## src/rtl/img_proc_pkg.sv

```systemverilog
// Shared types and constants for the image-processing front end.
package img_proc_pkg;

  localparam int INTEGER_BITS_DEF     = 8;
  localparam int FIXED_POINT_BITS_DEF = 4;
  localparam int PIXEL_W              = INTEGER_BITS_DEF + FIXED_POINT_BITS_DEF;

  typedef enum logic [1:0] {
    ST_IDLE   = 2'd0,
    ST_STREAM = 2'd1,
    ST_FLUSH  = 2'd2,
    ST_DONE   = 2'd3
  } state_e;

  localparam logic [PIXEL_W-1:0] ZERO_PIXEL = '0;

  // A counter over a single value still needs one bit of storage.
  function automatic int safe_clog2(input int n);
    return (n > 1) ? $clog2(n) : 1;
  endfunction

endpackage

```

## src/rtl/frame_flow_ctrl_pixel_pos_counter.sv

```systemverilog
// Column/line position counter; the line index saturates on the final pixel.
module pixel_pos_counter
  import img_proc_pkg::*;
#(
  parameter int WIDTH  = 512,
  parameter int LINES  = 514,
  parameter int COL_W  = 9,
  parameter int LINE_W = 10
) (
  input  logic              clk_i,
  input  logic              rst_i,
  input  logic              clr_i,
  input  logic              en_i,
  output logic [LINE_W-1:0] line_o,
  output logic              col_last_o,
  output logic              last_o
);

  logic [COL_W-1:0]  col_q, col_d;
  logic [LINE_W-1:0] line_q, line_d;

  assign col_last_o = (col_q == COL_W'(WIDTH - 1));
  assign last_o     = col_last_o && (line_q == LINE_W'(LINES - 1));
  assign line_o     = line_q;

  always_comb begin
    col_d  = col_q;
    line_d = line_q;
    if (clr_i) begin
      col_d  = '0;
      line_d = '0;
    end else if (en_i) begin
      if (col_last_o) begin
        col_d = '0;
        if (!last_o) line_d = line_q + LINE_W'(1);
      end else begin
        col_d = col_q + COL_W'(1);
      end
    end
  end

  always_ff @(posedge clk_i or posedge rst_i) begin
    if (rst_i) begin
      col_q  <= '0;
      line_q <= '0;
    end else begin
      col_q  <= col_d;
      line_q <= line_d;
    end
  end

endmodule

```

## src/rtl/frame_flow_ctrl.sv

```systemverilog
// Per-frame pixel admission with prog_full throttling, zero pad-line flush and done pulse.
// Stall statistics are built only when FRAME_CTRL_STATS_EN is defined.
module frame_flow_ctrl
  import img_proc_pkg::*;
#(
  parameter int INTEGER_BITS     = INTEGER_BITS_DEF,
  parameter int FIXED_POINT_BITS = FIXED_POINT_BITS_DEF,
  parameter int IMG_WIDTH        = 512,
  parameter int IMG_HEIGHT       = 512,
  parameter int PAD_LINES        = 2
) (
  input  logic                                        i_clk,
  input  logic                                        i_rst,
  input  logic                                        i_start,
  input  logic                                        i_data_valid,
  input  logic [INTEGER_BITS+FIXED_POINT_BITS-1:0]    i_data,
  output logic                                        o_data_ready,
  input  logic                                        i_prog_full,
  output logic [INTEGER_BITS+FIXED_POINT_BITS-1:0]    o_pixel_data,
  output logic                                        o_pixel_data_valid,
  output logic [safe_clog2(IMG_HEIGHT+PAD_LINES)-1:0] o_line_count,
  output logic                                        o_busy,
  output logic                                        o_frame_done,
  output logic [31:0]                                 o_stall_cycles
);

  localparam int PW     = INTEGER_BITS + FIXED_POINT_BITS;
  localparam int LINES  = IMG_HEIGHT + PAD_LINES;
  localparam int COL_W  = safe_clog2(IMG_WIDTH);
  localparam int LINE_W = safe_clog2(LINES);

  state_e          state_q, state_d;
  logic [PW-1:0]   pix_q, pix_d;
  logic            pix_vld_q, pix_vld_d;
  logic            done_q, done_d;

  logic              start_acc, transfer, flush_emit;
  logic [LINE_W-1:0] line_cnt;
  logic              col_last, pos_last, stream_last;

  assign start_acc    = (state_q == ST_IDLE) && i_start;
  assign o_data_ready = (state_q == ST_STREAM) && !i_prog_full;
  assign transfer     = o_data_ready && i_data_valid;
  assign flush_emit   = (state_q == ST_FLUSH) && !i_prog_full;
  assign stream_last  = col_last && (line_cnt == LINE_W'(IMG_HEIGHT - 1));

  pixel_pos_counter #(
    .WIDTH  (IMG_WIDTH),
    .LINES  (LINES),
    .COL_W  (COL_W),
    .LINE_W (LINE_W)
  ) u_pos (
    .clk_i      (i_clk),
    .rst_i      (i_rst),
    .clr_i      (start_acc),
    .en_i       (transfer || flush_emit),
    .line_o     (line_cnt),
    .col_last_o (col_last),
    .last_o     (pos_last)
  );

  always_comb begin
    state_d = state_q;
    case (state_q)
      ST_IDLE:   if (i_start) state_d = ST_STREAM;
      ST_STREAM: if (transfer && stream_last) state_d = (PAD_LINES == 0) ? ST_DONE : ST_FLUSH;
      ST_FLUSH:  if (flush_emit && pos_last) state_d = ST_DONE;
      ST_DONE:   state_d = ST_IDLE;
      default:   state_d = ST_IDLE;
    endcase
  end

  // Real and pad pixels share one output register so latency is identical.
  always_comb begin
    pix_d     = pix_q;
    pix_vld_d = 1'b0;
    if (transfer) begin
      pix_d     = i_data;
      pix_vld_d = 1'b1;
    end else if (flush_emit) begin
      pix_d     = PW'(ZERO_PIXEL);
      pix_vld_d = 1'b1;
    end
  end

  assign done_d = (state_q == ST_DONE);

  always_ff @(posedge i_clk or posedge i_rst) begin
    if (i_rst) begin
      state_q   <= ST_IDLE;
      pix_q     <= '0;
      pix_vld_q <= 1'b0;
      done_q    <= 1'b0;
    end else begin
      state_q   <= state_d;
      pix_q     <= pix_d;
      pix_vld_q <= pix_vld_d;
      done_q    <= done_d;
    end
  end

  assign o_pixel_data       = pix_q;
  assign o_pixel_data_valid = pix_vld_q;
  assign o_line_count       = line_cnt;
  assign o_busy             = (state_q != ST_IDLE);
  assign o_frame_done       = done_q;

`ifdef FRAME_CTRL_STATS_EN
  logic [31:0] stall_q, stall_d;

  always_comb begin
    stall_d = stall_q;
    if (start_acc)
      stall_d = '0;
    else if ((state_q == ST_STREAM || state_q == ST_FLUSH) && i_prog_full && stall_q != '1)
      stall_d = stall_q + 32'd1;
  end

  always_ff @(posedge i_clk or posedge i_rst) begin
    if (i_rst) stall_q <= '0;
    else       stall_q <= stall_d;
  end

  assign o_stall_cycles = stall_q;
`else
  assign o_stall_cycles = 32'd0;
`endif

endmodule

```

## config.mk

```make
export PLATFORM = sky130hd
export DESIGN_NAME = frame_flow_ctrl
export DESIGN_NICKNAME = d
export VERILOG_FILES = /design/src/rtl/img_proc_pkg.sv /design/src/rtl/frame_flow_ctrl_pixel_pos_counter.sv /design/src/rtl/frame_flow_ctrl.sv
export SDC_FILE = /design/constraint.sdc
export NUM_CORES = 1
export LEC_CHECK = 0
export ABC_AREA = 1
export BUFFER_PORTS_ARGS = -buffer_cell sky130_fd_sc_hd__buf_2
export CAP_MARGIN = 20
export CORE_MARGIN = 5
export CORE_UTILIZATION = 39
export CTS_BUF_LIST = sky130_fd_sc_hd__clkbuf_16
export DETAILED_ROUTE_END_ITERATION = 7
export PLACE_DENSITY = 0.69
export REMOVE_ABC_BUFFERS = 1
export SLEW_MARGIN = 20
export SYNTH_ARGS = -nofsm -noshare
export SYNTH_HDL_FRONTEND = slang
export SYNTH_SLANG_ARGS = --single-unit
```

## constraint.sdc

```tcl
create_clock -name i_clk -period 2 [get_ports i_clk]
set_clock_uncertainty 0.05 [all_clocks]
set_input_delay 0.3 -clock i_clk [delete_from_list [all_inputs] [get_ports i_clk]]
set_output_delay 0.3 -clock i_clk [all_outputs]
set_load 0.02 [all_outputs]
```

# == Yosys cells after proc, flatten, opt, wreduce, memory -nomap -nowiden ==
# Cells that the tools add are included.
# op_classes
addsub,2
multipliers,0
n_div,0
order_cmp,0
eq_ne,10
shift,0
n_mux,15
bitwise_logic,0
n_reduce_logical,17
# ops
op,n
2-to-1 mux 10 bit,4
2-to-1 mux 9 bit,3
2-to-1 mux 12 bit,2
adder 10 x 1 -> 10 bit (second input constant),1
equality test 10 bit (second input constant),1
equality test 10 x 9 -> 1 bit (second input constant),1
adder 9 x 1 -> 9 bit (second input constant),1
equality test 9 bit (second input constant),1
logical AND 1 bit,8
one-hot mux 2 bit (4 select lines),1
nonzero test 2 bit,4
2-to-1 mux 2 bit,3
AND reduction 3 bit,2
equality test 2 bit (second input constant),2
inequality test 2 x 1 -> 1 bit (second input constant),2
inequality test 2 bit (second input constant),2
equality test 2 x 1 -> 1 bit (second input constant),1
zero test 2 bit,1
2-to-1 mux 1 bit,2
zero test 1 bit,1
logical OR 1 bit,1
# totals
ff_bits,35
latch_bits,0
ram_bits,0
romBits,0
input_bits,17
out_inout_bits,58
wordCells,50
memories,0

# == Longest topological paths before layout ==
# Gate-level depths: netlist of the first run.
# logic_depth
word_depth,6
depth_mapped,13

# == By module ==
# A second synthesis of the first run with hierarchy kept.
# unflattened
cells_unflattened,276
hier_area_um2,2250.9
# by_module_without_submodules
mod,n_inst,cells_per_inst,area_per_inst_um2
frame_flow_ctrl,1,130,1134.8
pixel_pos_counter,1,146,1116.1

# == Least setup slack after synthesis of the first run ==
# No wires, ideal clock.
# synth_timing
path_type,flip-flop to flip-flop
from,register u_pos.col_q[0]
to,"register u_pos.line_q[0], in the netlist u_pos.line_o[0]"
setup_time_ns,0.076
arrival_ns,1.599
t_required_ns,1.874
setup_slack_ns,0.275
path_stages_with_launch,12
n_path_buf,1
cell_sequence,dfrtp_1 -> ha_1 -> nand4_1 -> nor3_1 -> ha_1 -> nand2_1 -> nor2_1 -> nand3_1 -> nand2_4 -> buf_8 -> nand2_1 -> o21ai_2
# synth_between
elab_chain_len,4
# synth_lines
element,line_no,rtl
start: declaration,frame_flow_ctrl_pixel_pos_counter.sv:19,"logic [COL_W-1:0] col_q, col_d;"
start signal: assignment,frame_flow_ctrl_pixel_pos_counter.sv:47,col_q <= col_d;
equality test 9 bit *,frame_flow_ctrl_pixel_pos_counter.sv:22,assign col_last_o = (col_q == COL_W'(WIDTH - 1));
logical AND 1 bit,frame_flow_ctrl_pixel_pos_counter.sv:23,assign last_o = col_last_o && (line_q == LINE_W'(LINES - 1));
inequality test 2 bit (no line),-,
AND reduction 3 bit (no line) *,-,
end signal: assignment,frame_flow_ctrl_pixel_pos_counter.sv:48,line_q <= line_d;
end: declaration,frame_flow_ctrl_pixel_pos_counter.sv:20,"logic [LINE_W-1:0] line_q, line_d;"
# Mark *: on every way between the ends. The rest lies on a longest branch, timed or not.
# A chain may end at the register's enable or synchronous reset.

# == Final worst setup path of the first run ==
# layout_timing
from,register u_pos.col_q[1]
to,register state_q[1]
# layout_between
elab_chain_len,5
# layout_lines
element,line_no,rtl
equality test 9 bit *,frame_flow_ctrl_pixel_pos_counter.sv:22,
logical AND 1 bit (on tied branches),"frame_flow_ctrl_pixel_pos_counter.sv:23, frame_flow_ctrl.sv:45",
logical AND 1 bit (on tied branches),"frame_flow_ctrl.sv:67, frame_flow_ctrl.sv:66",
inequality test 2 x 1 -> 1 bit (no line),-,
AND reduction 3 bit (no line) *,-,
end signal: assignment,frame_flow_ctrl.sv:95,state_q <= state_d;
end: declaration,frame_flow_ctrl.sv:32,"state_e state_q, state_d;"
# Marks and branches as above.

==> qor.csv, run 1 <==
metric,value,unit
portBuffers,42,
grt_pass1_wl,7850,um
crit_start,u_pos.col_q[1],
setup_violations,0,
ys_seq_area_share,40.5,%
insertion_delay,0.28,ns
grt_max_degree,36,
die_h,84.5,um
synth_edf_count,0,
cts_tree,done,
final_core_util,47.6,%
slowest_delay,0.36,ns
vias,1841,
ant_nets,0,
tns,0,ns
cts_max_path_buffers,2,
drt-pass1-iter-count,4,
ys_warn_count,0,
crit_path_cell_trace,ha_2 -> nand4_1 -> nor3_2 -> ha_2 -> inv_2 -> nor2_4 -> nand3_2 -> o21ai_2 -> nand3_2 -> nand2_1 -> nand2_1,
vias_per_cell,4.67,
clk_pin_slew_worst_paths,0.06,ns
synthArstFlopShare,100,%
drv_cap,0,
irDropWorstVdd,0.659,mV
overflow,0,
pin_count,75,
required,2.12,ns
htree_num_levels,2,
syn_to_final_growth,19.8,%
period_minus_slack,1.98,ns
cts_buffers,5,
fillCellCount,534,
synth_area_leaders,"dfrtp_1 40%, buf_4 11%, nand3_1 10%",
fin_hold_ws,0.0625,ns
start_util,39.8,%
ys_types,26,
drv_slew,0,
period_share,99.0,%
cp.arrival,2.10,ns
design_area,2590,um2
p_leak,1.36,nW
critPathMaxFanout,3,
rrSetupSlack,0.02,ns
startpoint_type,flop,
nets,346,
end_kind,flop,
rsz0062_at_grt,yes,
synth_ff_type,dfrtp_1,
drt_iter0_markers,109,
synthTopCellsByCount,"58 x nand2_1, 44 x nand3_1, 35 x dfrtp_1",
reg2reg_from,u_pos.col_q[1],
status,"finished, final reports clean",
dp_hpwl,3350,um
crit_slowest_cell,dfrtp_1,
syn-cell-area,2160,um2
rows,27,
antenna_found_initial,0,
synth.avg_cell_area,8.07,um2
grt_util_all_layers,13.4,%
core-area,5440,um2
drive_gt1_share,29.2,%
fmax,505,MHz
die_x,84.5,um
diodes,0,
place_inst,381,
wl_per_cell,12.2,um
synth-seq-cells,35,
finalWeightedCongestion,0.794,
synth_largest_area_cell,dfrtp_1,
synth_top_area_share,40.5,%
clkSinkCount,35,
wl,4800,um
power_density,1200,nW/um2
grt_pass1_vias,1735,
cts_hold_buf,0,
crit_buf_inv,1,
stdcell_count,394,
hold_violations,0,
crit_type,flop to flop,
synth.most_common_cell,nand2_1,
cts_root_buf,clkbuf_16,
hold_class,input port to asynchronous set/reset pin,
placed_cell_area,2350,um2
dieArea,7140,um2
crit_family,simple AND/OR/NAND/NOR gates,
syn_inst,268,
drc,0,
-- what timing repair did --
| action | in CTS | in global routing |
|---|---|---|
| buffers inserted | 0 | 3 |
| setup endpoints to repair | 0 | 12 |
| resized for setup | 0 | 18 |
-- logic make-up (layout without fill, tap and decap cells) --
logic type / after synthesis / after routing / share of synthesized area, %
AO/OA/AOI/OAI: 22 / 22 / 6.13
XOR/XNOR: 2 / 2 / 0.810
adder cells (fa/ha/maj): 8 / 8 / 4.63
buffers and inverters: 65 / 86 / 17.7
flip-flops: 35 / 35 / 40.5
other: 1 / 32 / 0.173
AND/OR/NAND/NOR: 135 / 137 / 30.1
-- layout by cell type, fill, tap and decap left out --
cell type   instances
inv_4               1
nand3_4             3
xor2_1              2
or2_2               4
o21ai_1             4
nand2_4             4
buf_4               9
ha_2                2
nand2_2             4
nor2_1              8
nand2_1            55
nand4_1             6
clkbuf_16           5
nor3_1              4
inv_2               3
o21ai_0             7
o21ai_2             5
nand3_2             3
o22ai_1             1
ha_1                6
nor3_2              1
a21oi_1             4
nor2_2              3
inv_1              23
o31ai_1             1
buf_2              42
nor2_4              2
dfrtp_1            35
conb_1             32
clkinvlp_4          2
nand3_1            40
clkinv_2            1
-- report_power, final --
part           internal (W)  switching [W]
logic              0.000432       0.000866
clock network      0.000459       0.000305
registers          0.000916       0.000142
total               0.00181        0.00131
-- metrics by stage --
step | setup slack [ns] | total power, W
2_1_floorplan | 0.108 | 0.00191
3_3_place_gp | 0.201 | 0.00227
3_5_place_dp | 0.126 | 0.00230
4_1_cts | 0.0263 | 0.00308
5_1_grt | -0.0944 | 0.00335
6_report | 0.0198 | 0.00312
-- area by class of cell --
cell class | instances | area (um2) | area share, %
repair buffers | 51 | 278 | 10.7
well taps | 72 | 90.1 | 3.48
clock buffers | 5 | 125 | 4.83
clock inverters | 3 | 20.0 | 0.773
multi-input cells | 201 | 1100 | 42.4
inverters | 27 | 104 | 4.01
flip-flops and latches | 35 | 876 | 33.8
-- path summary, 6_finish.rpt --
check | end | cells past startpoint
hold reg to reg | u_pos.col_q[8] | 2
min in group i_clk | o_pixel_data[11] | 3
setup reg to reg | state_q[1] | 11
setup / recovery | state_q[1] | 11
max in group asynchronous | u_pos.col_q[6] | 3
hold / removal | o_pixel_data[7] | 3
-- state kept, by name, summed over array words and instances (netlist names) --
signal and cells:
u_pos.col_q 9, u_pos.line_o 10, o_pixel_data 12, o_frame_done 1, o_pixel_data_valid 1, state_q 2
-- metal layers --
metal / part of all wire [%] / GRT usage (%) / wire length, um / vias up
met3: 7.2 / 4.22 / 344 / 7
met2: 49 / 23.3 / 2330 / 56
met4: 1.3 / 4.75 / 64 / 0
met1: 43 / 15.4 / 2060 / 862
met5: 0 / 0 / 0 / -
li1: - / - / - / 916
-- worst register-to-register path, delay by kind of cell, from the launching register on --
kind	cells	cell delay, ns
and+or+nand+nor	7	0.80
adders and majority gates	2	0.43
DFF	1	0.36
AOI/OAI and AO/OA	1	0.19
buffers and inverters	1	0.05
Note: power is estimated with default switching activity, not from simulation.
==> inputs of run 2 (changes only) <==
Settings changed: ABC_AREA 1 to not set, PLACE_DENSITY 0.69 to 0.7.
==> qor.csv, run 2 <==
metric,value,unit
fmax,434,MHz
drt-pass1-iter-count,4,
cts_buffers,5,
core-area,5040,um2
crit_path_cell_trace,ha_2 -> and3_4 -> nand3_2 -> nor2_2 -> ha_2 -> inv_2 -> or3_4 -> or4_4 -> mux2i_1,
synth.most_common_cell,dfrtp_1,
place_inst,337,
p_leak,1.33,nW
syn_to_final_growth,31.9,%
fin_hold_ws,0.0706,ns
die_x,81.8,um
largest_register_ffs,12,
violations,negative setup slack,
cts_max_path_buffers,2,
grt_pass1_wl,7760,um
synth_ff_type,dfrtp_1,
clk_pin_slew_worst_paths,0.05,ns
reg2reg_depth,9,
cts_root_buf,clkbuf_16,
r2r-end,u_pos.line_o[6],
synth_edf_count,0,
ant_nets,0,
hold_violations,0,
drt_iter0_markers,60,
cp.arrival,2.42,ns
period_minus_slack,2.31,ns
wl_per_cell,14.1,um
synth_largest_area_cell,dfrtp_1,
syn_inst,207,
rows,26,
portBuffers,42,
synth.avg_cell_area,9.71,um2
wl,4910,um
ys_warn_count,0,
stdcell_count,348,
drv_slew,0,
design_area,2650,um2
hold_class,input port to asynchronous set/reset pin,
drive_gt1_share,38.8,%
irDropWorstVdd,0.400,mV
crit_buf_inv,1,
crit_top_cell,ha_2,
end_kind,flop,
crit_family,simple AND/OR/NAND/NOR gates,
placed_cell_area,2360,um2
clkSinkCount,35,
ys_seq_area_share,43.6,%
power_density,726,nW/um2
rsz0062_at_grt,yes,
finalWeightedCongestion,0.823,
grt_max_degree,36,
cts_tree,done,
start_util,39.9,%
insertion_delay,0.28,ns
reg2reg_from,u_pos.col_q[1],
layout_setup_ws,-0.306,ns
pin_count,75,
dp_hpwl,3420,um
synth_area_leaders,"dfrtp_1 44%, buf_4 12%, a22o_1 5.2%",
required,2.11,ns
crit_type,flop to flop,
grt_util_all_layers,15.0,%
final_cell_mix,"42 x buf_2, 35 x dfrtp_1, 32 x conb_1, 29 x buf_4, 12 x a22o_1",
critPathMaxFanout,6,
crit_start,u_pos.col_q[1],
startpoint_type,flop,
grt_pass1_vias,1660,
vias,1728,
slowest_delay,0.43,ns
rrSetupSlack,-0.31,ns
crit_slowest_cell,or4_4,
vias_per_cell,4.97,
period_share,115,%
syn-cell-area,2010,um2
synthArstFlopShare,100,%
dieArea,6690,um2
drc,0,
tns,-2.84,ns
nets,302,
final_common_cell,buf_2,
drv_cap,0,
htree_num_levels,2,
die_h,81.8,um
synth_top_area_share,43.6,%
synth-seq-cells,35,
status,"complete, but fails checks",
ys_types,41,
diodes,0,
antenna_found_initial,0,
synthTopCellsByCount,"35 x dfrtp_1, 32 x buf_4, 16 x a21oi_1",
overflow,0,
setup_violations,13,
-- run 2: cell count changes after synthesis, sizes merged, moves of 6 or more --
| cell | before | now |
|---|---|---|
| a22o | 0 | 12 |
| or4 | 0 | 7 |
| inv | 27 | 9 |
| nand2 | 61 | 11 |
| a21oi | 4 | 16 |
| nand3 | 46 | 4 |
| o21ai | 16 | 9 |
| nor2 | 13 | 7 |
-- run 2: per-layer routing --
metal	wire, um	global-route usage [%]
met1	1980	18.2
met2	2570	25.8
met3	264	3.40
met4	94	5.65
met5	0	0
-- run 2: logic make-up after synthesis --
family          after synthesis  share of synthesized area, %
buf+inv                      50                          15.3
fa+ha+maj                     8                          4.98
mux                           4                          2.05
compound gates               48                          16.2
other cells                   1                         0.187
flops                        35                          43.6
xor+xnor                      1                         0.436
simple gates                 60                          17.2
-- run 2: layout make-up --
| cell class | count | area [um2] |
|---|---|---|
| clock buffer | 5 | 125 |
| clock inverter | 3 | 16.3 |
| fill | 465 | 2390 |
| inverter | 9 | 33.8 |
| multi-input combinational | 153 | 1060 |
| sequential | 35 | 876 |
| tap | 70 | 87.6 |
| timing repair buffer | 73 | 450 |
-- run 2: worst max path at each step --
stage / end / slack, ns / cells past startpoint
detailed placement: u_pos.line_o[3] / -0.41 / 9
finish: u_pos.line_o[6] / -0.31 / 9
CTS: u_pos.line_o[6] / -0.28 / 9
global placement: u_pos.line_o[3] / -0.34 / 9
floorplan: u_pos.line_o[3] / -0.56 / 9
global route: u_pos.line_o[3] / -0.39 / 9
-- run 2: where the power goes --
group	switching (W)	internal, W	leakage (nW)	total (W)
clock network	0.000292	0.000454	0.0710	0.000746
logic	0.000208	0.000140	0.811	0.000348
registers	0.0000510	0.000780	0.451	0.000831
total	0.000551	0.00137	1.33	0.00192
-- run 2: tightest hold or removal path: cells and delay by family --
| family | cells | cell delay, ns |
|---|---|---|
| buffers and inverters | 3 | 0.52 |
-- run 2: metrics by stage --
stage	utilization, %	setup WS [ns]	total power [W]
final	52.6	-0.306	0.00192
after global routing	52.6	-0.392	0.00202
after CTS	51.5	-0.281	0.00193
after detailed placement	46.8	-0.408	0.00116
after global placement	46.8	-0.339	0.00115
after floorplan	-	-0.561	0.00104
-- run 2: timing repair --
item / CTS / global route
setup endpoints to repair: 13 / 32
pin swaps: 16 / 0
resized for setup: 18 / 11
hold buffers: 0 / 0
setup buffers: 2 / 1
==> inputs of run 3 (changes only) <==
Settings changed: CORE_UTILIZATION 39 to 49, PLACE_DENSITY 0.7 to 0.84.
==> qor.csv, run 3 (synthesis results as in run 2) <==
metric,value,unit
power_density,722,nW/um2
clk_pin_slew_worst_paths,0.06,ns
end_kind,flop,
final_common_cell,buf_2,
dp_hpwl,3430,um
drt-pass1-iter-count,4,
final_core_util,65.8,%
drv_slew,0,
hold_violations,0,
cts_tree,done,
vias,1749,
vias_per_cell,5.33,
drc,0,
cts_max_path_buffers,2,
post-place-ws,-0.406,ns
crit_type,flop to flop,
violations,negative setup slack,
die_h,74.0,um
critPathMaxFanout,6,
die_x,74.0,um
cts_root_buf,clkbuf_16,
final_cell_mix,"42 x buf_2, 35 x dfrtp_1, 32 x conb_1, 27 x buf_4, 14 x a21oi_1",
grt_pass1_wl,8030,um
rsz0062_at_grt,yes,
fmax,428,MHz
drive_gt1_share,38.1,%
core-area,4000,um2
ant_nets,0,
htree_num_levels,2,
period_minus_slack,2.34,ns
fillCellCount,312,
nets,302,
required,2.16,ns
syn_to_final_growth,31.1,%
tns,-3.09,ns
pin_count,75,
antenna_found_initial,0,
overflow,0,
wl_per_cell,15.7,um
largest_register_ffs,12,
insertion_delay,0.28,ns
grt_max_degree,36,
setup_violations,14,
hold_class,input port to asynchronous set/reset pin,
cp.arrival,2.49,ns
dieArea,5480,um2
finalWeightedCongestion,0.837,
p_leak,1.33,nW
grt_pass1_vias,1767,
irDropWorstVdd,0.534,mV
wl,5160,um
drv_cap,0,
grt_util_all_layers,19.2,%
cts_hold_buf,0,
period_share,117,%
portBuffers,42,
clkSinkCount,35,
cts_buffers,5,
startpoint_type,flop,
drt_iter0_markers,85,
start_util,50.2,%
rows,23,
layout_setup_ws,-0.336,ns
status,"complete, but fails checks",
diodes,0,
## run 3: cell counts in the layout (fill, tap and decap cells not counted)
Identical to the previous run, type by type.
## run 3: power by group
group | internal [W] | leakage [nW] | switching, W | total (W)
logic | 0.000123 | 0.810 | 0.000203 | 0.000326
registers | 0.000780 | 0.451 | 0.0000544 | 0.000834
clock network | 0.000454 | 0.0710 | 0.000287 | 0.000741
total | 0.00136 | 1.33 | 0.000544 | 0.00190
## run 3: final timing paths
path                                 start              end  slack (ns)  depth (start not counted)
max in group asynchronous            i_rst  u_pos.line_o[1]        1.52                          3
max                         u_pos.col_q[1]  u_pos.line_o[3]       -0.34                          9
max reg2reg                 u_pos.col_q[1]  u_pos.line_o[3]       -0.34                          9
min in group i_clk               i_data[0]  o_pixel_data[0]        0.19                          2
min                                  i_rst  u_pos.line_o[5]        0.06                          3
min reg2reg                o_pixel_data[0]  o_pixel_data[0]        0.44                          1
## run 3: worst max-delay path: stages, from the launching register on
cell and delay [ns]:
dfrtp_1 0.36, ha_2 0.18, and3_4 0.19, nand3_2 0.09, nor2_2 0.10, ha_2 0.19, inv_2 0.04, or3_4 0.40
or4_4 0.50, a21oi_2 0.15
## run 3: timing repair
item | CTS | global route
pin swaps | 14 | 9
gates cloned | 0 | 0
resized for setup | 22 | 7
hold endpoints to repair | 0 | 0
buffers inserted | 2 | 1
setup endpoints to repair | 15 | 21
## run 3: layout make-up
class	count	area, um2	share of cell area, %
inverters	9	33.8	1.28
flip-flops and latches	35	876	33.3
repair buffers	73	467	17.7
well taps	50	62.6	2.38
clock buffers	5	125	4.75
multi-input cells	153	1050	40.0
clock inverters	3	16.3	0.618
## run 3: stage by stage
step,cells,hold WS (ns),power (W),cell area [um2]
global placement,317,0.366,0.00114,2350
CTS,327,0.0781,0.00191,2590
global route,328,0.137,0.00200,2630
finish,328,0.0611,0.00190,2630
detailed placement,317,0.372,0.00115,2350
floorplan,197,0.383,0.00104,1850
## run 3: layer usage
layer / share of wire (%) / up-vias / track usage [%]
met4: 3.2 / 0 / 8.65
li1: - / 821 / -
met5: 0 / - / 0
met2: 51 / 76 / 32.6
met3: 8.1 / 18 / 4.86
met1: 38 / 834 / 22.9
